===== src/rtl/simple_cpu_pkg.sv =====
// simple_cpu_pkg: shared widths and program loader state encoding.
package simple_cpu_pkg;
  localparam int INST_W = 23;
  localparam int ADDR_W = 6;
  typedef enum logic [2:0] {IDLE, B0, B1, B2, WR, CHK, DONE} ld_state_t;
endpackage


===== src/rtl/loader_csum.sv =====
// loader_csum: running XOR of the program byte stream.
module loader_csum (
  input  logic       clk,
  input  logic       reset,
  input  logic       clear,
  input  logic       enable,
  input  logic [7:0] byte_in,
  output logic [7:0] sum
);
  always_ff @(posedge clk)
    if (reset || clear) sum <= '0;
    else if (enable) sum <= sum ^ byte_in;
endmodule


===== src/rtl/program_loader.sv =====
// program_loader: assembles 3-byte instructions from a byte stream and writes them to program memory.
// Optional trailing checksum byte when PROGRAM_LOADER_CHECKSUM_EN is defined.
module program_loader #(
  parameter int INST_W = simple_cpu_pkg::INST_W,
  parameter int ADDR_W = simple_cpu_pkg::ADDR_W
) (
  input  logic              clk,
  input  logic              reset,
  input  logic              load_req,
  input  logic [ADDR_W:0]   prog_len,
  input  logic [7:0]        s_data,
  input  logic              s_valid,
  output logic              s_ready,
  output logic [INST_W-1:0] program_out,
  output logic              write,
  output logic [ADDR_W-1:0] address,
  output logic              start,
  output logic              busy,
  output logic              err
);
  import simple_cpu_pkg::*;
  localparam logic [ADDR_W:0] MAX_LEN = (ADDR_W+1)'(2**ADDR_W);
`ifdef PROGRAM_LOADER_CHECKSUM_EN
  localparam ld_state_t LAST_ST = CHK;
`else
  localparam ld_state_t LAST_ST = DONE;
`endif
  ld_state_t r_state, w_next;
  logic [ADDR_W:0] r_len, w_len;
  logic [ADDR_W-1:0] r_idx;
  logic [INST_W-9:0] r_word;
  logic w_xfer, w_last, w_start_load, w_unused;
  assign w_unused = &{1'b0, s_data};
  assign w_len = prog_len > MAX_LEN ? MAX_LEN : prog_len;
  assign w_start_load = r_state == IDLE && load_req;
  assign w_xfer = s_valid && s_ready;
  assign w_last = {1'b0, r_idx} == r_len - (ADDR_W+1)'(1);
  // Gated by reset so a byte offered during the reset cycle is never taken.
  assign s_ready = !reset && (r_state == B0 || r_state == B1 || r_state == B2 || r_state == CHK);
  assign write = !reset && r_state == WR;
  assign start = !reset && r_state == DONE;
  assign busy = r_state != IDLE;
`ifdef PROGRAM_LOADER_CHECKSUM_EN
  logic [7:0] w_sum;
  logic r_err;
  loader_csum u_csum (
    .clk(clk),
    .reset(reset),
    .clear(w_start_load),
    .enable(w_xfer && r_state != CHK),
    .byte_in(s_data),
    .sum(w_sum)
  );
  assign err = r_err;
  always_ff @(posedge clk)
    if (reset) r_err <= 1'b0;
    else if (w_start_load) r_err <= 1'b0;
    else if (r_state == CHK && w_xfer && s_data != w_sum) r_err <= 1'b1;
`else
  assign err = 1'b0;
`endif
  always_comb begin
    w_next = r_state;
    case (r_state)
      IDLE: w_next = load_req && w_len != '0 ? B0 : IDLE;
      B0:   w_next = w_xfer ? B1 : B0;
      B1:   w_next = w_xfer ? B2 : B1;
      B2:   w_next = w_xfer ? WR : B2;
      WR:   w_next = w_last ? LAST_ST : B0;
`ifdef PROGRAM_LOADER_CHECKSUM_EN
      CHK:  w_next = !w_xfer ? CHK : s_data == w_sum ? DONE : IDLE;
`endif
      default: w_next = IDLE;
    endcase
  end
  always_ff @(posedge clk)
    if (reset) begin
      r_state <= IDLE;
      r_len <= '0;
      r_idx <= '0;
      r_word <= '0;
      program_out <= '0;
      address <= '0;
    end else begin
      r_state <= w_next;
      if (w_start_load) begin
        r_len <= w_len;
        r_idx <= '0;
      end
      if (r_state == WR && !w_last) r_idx <= r_idx + ADDR_W'(1);
      if (w_xfer && r_state == B0) r_word[INST_W-9:8] <= s_data[INST_W-17:0];
      if (w_xfer && r_state == B1) r_word[7:0] <= s_data;
      if (w_xfer && r_state == B2) begin
        program_out <= {r_word, s_data};
        address <= r_idx;
      end
    end
endmodule


===== config.mk =====
export PLATFORM = sky130hd
export DESIGN_NAME = program_loader
export DESIGN_NICKNAME = d
export VERILOG_FILES = /design/src/rtl/simple_cpu_pkg.sv /design/src/rtl/loader_csum.sv /design/src/rtl/program_loader.sv
export SDC_FILE = /design/constraint.sdc
export NUM_CORES = 1
export LEC_CHECK = 0
export BUFFER_PORTS_ARGS = -buffer_cell sky130_fd_sc_hd__buf_2
export CAP_MARGIN = 15
export CORE_ASPECT_RATIO = 0.6
export CORE_MARGIN = 5
export CORE_UTILIZATION = 55
export DETAILED_ROUTE_END_ITERATION = 6
export GPL_TIMING_DRIVEN = 0
export PLACE_DENSITY_LB_ADDON = 0.12
export SLEW_MARGIN = 20
export SYNTH_ARGS = -nofsm -noshare
export SYNTH_HDL_FRONTEND = slang
export SYNTH_HIERARCHICAL = 1
export SYNTH_SLANG_ARGS = --single-unit

===== constraint.sdc =====
create_clock -name clk -period 3.1 [get_ports clk]
set_input_delay 0.31 -clock clk [delete_from_list [all_inputs] [get_ports clk]]
set_output_delay 0.31 -clock clk [all_outputs]
set_load 0.02 [all_outputs]

After elaboration in Yosys (flattened, before gate mapping)
Cells that the tools add are included.
{ "totals": {"regBits": 60, "out_inout_bits": 34, "word_cells": 45} }
{ "classes": {"add_sub_neg": 2, "n_lt_le_gt_ge": 1, "n_eq_ne": 7, "muxes": 9, "reduce_logical": 19} }
{ "op_table": {"columns": ["op", "count"], "rows": [
  ["one-hot mux 3 bit (5 select lines)", 1],
  ["two-way mux 6 bit", 2],
  ["logical AND 1 bit", 10],
  ["equality test 3 bit, second input constant", 3],
  ["equality test 6 x 7 -> 1 bit", 1],
  ["greater-than comparator 7 bit, second input constant", 1],
  ["two-way mux 7 bit", 1],
  ["nonzero test 7 bit", 1],
  ["subtractor 7 x 1 -> 7 bit, second input constant", 1],
  ["adder 6 x 1 -> 6 bit, second input constant", 1],
  ["equality test 3 x 2 -> 1 bit, second input constant", 2],
  ["two-way mux 3 bit", 2],
  ["equality test 3 x 1 -> 1 bit, second input constant", 1],
  ["logical NOT 3 bit", 1],
  ["logical OR 1 bit", 3],
  ["nonzero test 3 bit", 1],
  ["logical NOT 1 bit", 2],
  ["two-way mux 1 bit", 2],
  ["two-way mux 2 bit", 1],
  ["nonzero test 2 bit", 1]
]} }

Logic depth before layout (Yosys ltp)
{ "logic_depth": {"word_depth": 8, "mapped_depth": 11, "mapped_depth_nobuf": 8} }

Worst setup path before layout
Ideal clock, no wire load.
{ "synth_timing": {"path_type": "register -> register", "startpoint": "register r_len[0]", "endpoint": "register r_state[0]", "setup_time_ps": 116, "t_arrival_ps": 1965, "required_ps": 2984, "slack_ps": 1019, "path_stages_with_launch": 12, "path_buffers": 3, "synth_period_minus_slack_ps": 2081, "path_cell_list": "dfxtp_1 -> buf_6 -> inv_1 -> ha_1 -> buf_6 -> o21bai_1 -> a2111oi_2 -> a31oi_1 -> a22oi_2 -> buf_4 -> o221ai_2 -> and3b_1"} }
{ "synth_between": {"elab_chain_len": 4} }
{ "synth_lines": {"columns": ["element", "line", "rtl"], "rows": [
  ["start: declaration", "program_loader.sv:29", "logic [ADDR_W:0] r_len, w_len;"],
  ["start signal: assignment", "program_loader.sv:87", "r_len <= w_len;"],
  ["subtractor 7 x 1 -> 7 bit", "program_loader.sv:37", "assign w_last = {1'b0, r_idx} == r_len - (ADDR_W+1)'(1);"],
  ["equality test 6 x 7 -> 1 bit", "program_loader.sv:37", null],
  ["two-way mux 3 bit", "program_loader.sv:69", "WR: w_next = w_last ? LAST_ST : B0;"],
  ["one-hot mux 3 bit (5 select lines)", "program_loader.sv:64", "case (r_state)"],
  ["end signal: assignment", "program_loader.sv:85", "r_state <= w_next;"],
  ["end: declaration", "program_loader.sv:28", "ld_state_t r_state, w_next;"]
]} }
No other way between the ends.
A chain may end at the register's enable or synchronous reset.

Worst setup path after layout
{ "layout_timing": {"startpoint": "register r_len[1]", "endpoint": "register r_state[0]"} }
The elaborated chain is that of the path after synthesis.

==> metrics.txt <==
Cells after Synth=318; Top Layer Used=met4; Synth area leaders=dfxtp_1, nand2_1, a21oi_1, mux2i_1, nor2_1; TritonCTS Buffers=9; total track usage=21.70%; Root Driver=clkbuf_8; Yosys cell types=42; Synth Register Bits=60; pwr dens=492.8 nW/µm²; maximum clock path buffer count=2; routed wire length=6628 µm; CP endpoint kind=register; worst vdd ir=367.1 µV; fin nets=399; largest area contributor in the netlist=dfxtp_1; Slew Limit Fails=0; Worst-Skew Late Latency=0.33 ns; CORE AREA=4636 µm²; post-CTS sizing=0; Post-synth EDFFs=0; hold_buf cts=0; synthesized area=2661 µm²; number of H-tree levels=3; Fillers=399; post-DR wirelength/cell=14.86 µm; postcts setup bufs=0; Hold WS=0.2278 ns; Port Buffers=49; Final ANT Viol Nets=0; Pre-antenna DRT Iters=5; startpoint types=register; critical path peak fanout=10; Max stage delay on crit path=0.44 ns; Synthesized Nets=339; Synth Warn #=6; crit path time final=2.363 ns; delay-heaviest family, CP=compound AO/OA/AOI/OAI gates; RSZ-0062 raised after global routing=false; Comb pwr share=9.2%; Total Die Area=6375 µm²; Final Setup Violations=0; worst clock skew=0.007098 ns; Vias/cell=5.377; Finished Layout Cells=446; Peak Freq=423.1 MHz; Hold Vio Cnt, Final=0; top cells by count, synth=nand2_1, dfxtp_1, a21oi_1; diode count=0; most frequent cell after synthesis=nand2_1; met2 routed WL=2809 µm; Seq/Total Area, Yosys=45.13%; ys flop type=dfxtp_1; synth-to-layout area growth=18.85%; Top Ports=53; HP Start=s_data[7]; DP Cell Count=430; Psw=0.4105 mW; Final Wtd Congestion=0.8230; Crit path arrival time=2.59 ns; setup TNS=0 ns; total number of vias=2398; vias in the first global route=2174; switching share of total power=26.34%; Critical Path RT=3.33 ns; maximum capacitance violations=0; grt ovf=0; Crit Path Class=reg -> reg; HPWL Detailed=4868 µm; initial antenna violation count=0; DRT iter0 DRCs=166; CTS tree=done; first-pass GRT wire length=10900 µm; slowest cell on the critical path=dfxtp_1; reg-to-reg startpoint=r_len[1]; Clk pwr share=39.7%; met3 wire len=436 µm; die height=63.88 µm; DRC=0; FFs w/ async S/R, synth=0%; Routed met1 length=3327 µm; CP Buf/Inv Count=3; Critical Path, Cell by Cell=inv_1, ha_1, buf_6, o21bai_1, a2111oi_2, a31oi_1, a22oi_2, buf_4, o221ai_2, and3b_1; largest net degree at the start of global routing=12; Slew @ Worst Pin=0.5938 ns; Tcrit/Tclk final=76.23%; sequential group share of total power=51.1%; leakage=1.287 nW; Core Rows=19; Die X=99.80 µm; top cell type's share of synthesized area=45.13%; Critical path origin=r_len[1]; starting density of the core=57.41%; Avg Cell Area, Syn=8.369 µm²; # clock sinks=60; Internal=1.148 mW; outcome=finished clean; max_slew headroom=60.42%; Clock transition at path regs=0.07 ns; Worst Hold Class=in -> reg; fraction of layout instances using a drive strength above 1=22.72%
==> metal layers <==
metal / global-route usage (%) / vias to the layer above
met4: 5.963 / 0
met3: 5.978 / 7
met5: 0 / -
met2: 31.23 / 82
met1: 31.75 / 1119
li1: - / 1190
==> logic make-up (layout without fill, tap and decap cells) <==
group / Yosys count / after routing / synth area share [%]
AND/OR/NAND/NOR: 143 / 143 / 26.09
flip-flops: 60 / 60 / 45.13
AO/OA/AOI/OAI: 59 / 59 / 13.45
buffers and inverters: 28 / 93 / 5.218
multiplexers: 17 / 17 / 6.394
XOR/XNOR: 8 / 8 / 2.633
adder cells (fa/ha/maj): 2 / 2 / 0.9401
other: 1 / 1 / 0.1409
==> cells in the final DEF (no fill, tap or decap), types with 3 or more instances in the layout <==
| master | n |
|---|---|
| buf_2 | 55 |
| nor3b_1 | 8 |
| xor2_1 | 4 |
| nand2b_1 | 6 |
| inv_1 | 3 |
| nand3_1 | 7 |
| or3b_1 | 3 |
| mux2i_1 | 17 |
| buf_4 | 3 |
| xnor2_1 | 4 |
| nand3b_1 | 4 |
| clkinv_2 | 3 |
| a21oi_1 | 45 |
| nand2_1 | 64 |
| dfxtp_1 | 60 |
| or2_2 | 3 |
| and2_1 | 3 |
| clkbuf_8 | 10 |
| clkbuf_1 | 14 |
| or3_1 | 3 |
| nor2_1 | 31 |
==> worst register-to-register path: stages (launching register included) <==
cell and delay [ns]:
dfxtp_1 0.44, inv_1 0.08, ha_1 0.20, buf_6 0.14, o21bai_1 0.16, a2111oi_2 0.36, a31oi_1 0.11, a22oi_2 0.27
buf_4 0.24, o221ai_2 0.10, and3b_1 0.17
==> final cells by class <==
class	instances	area (µm²)	share of cell area, %
multi-input combinational	230	1321	41.77
sequential	60	1201	37.97
timing repair buffer	49	245.2	7.753
clock buffer	10	137.6	4.351
buffer	25	127.6	4.035
tap	63	78.83	2.492
clock inverter	6	40.04	1.266
inverter	3	11.26	0.3560
==> power groups by stage <==
| stage | clock network (mW) | logic (mW) | registers (mW) |
|---|---|---|---|
| 2_1_floorplan | 0 | 0.0996 | 0.810 |
| 5_1_grt | 0.669 | 0.156 | 0.798 |
| 3_3_place_gp | 0 | 0.137 | 0.813 |
| 3_5_place_dp | 0 | 0.142 | 0.814 |
| 6_report | 0.618 | 0.143 | 0.797 |
| 4_1_cts | 0.634 | 0.142 | 0.797 |
==> path summary, 6_finish.rpt <==
check | end | slack (ns) | cells after the start
setup / recovery | r_state[0] | 0.74 | 10
hold reg to reg | program_out[14] | 0.45 | 2
setup reg to reg | r_state[0] | 0.74 | 10
hold / removal | program_out[7] | 0.23 | 3
==> state kept, by name, summed over array words and instances (netlist names) <==
name	count
r_state	3
address	6
r_idx	6
r_word	15
r_len	7
program_out	23
==> per-stage QoR <==
step / worst slack (ns) / area [µm²] / power (mW) / utilization, %
finish: 0.7368 / 3163 / 1.559 / 68.23
detailed placement: 0.7917 / 2985 / 0.9558 / 64.40
global placement: 0.8538 / 2985 / 0.9503 / 64.40
floorplan: 1.019 / 2661 / 0.9100 / -
CTS: 0.7785 / 3163 / 1.573 / 68.23
global route: 0.5906 / 3163 / 1.624 / 68.23
Power figures use the tool's default switching activity.
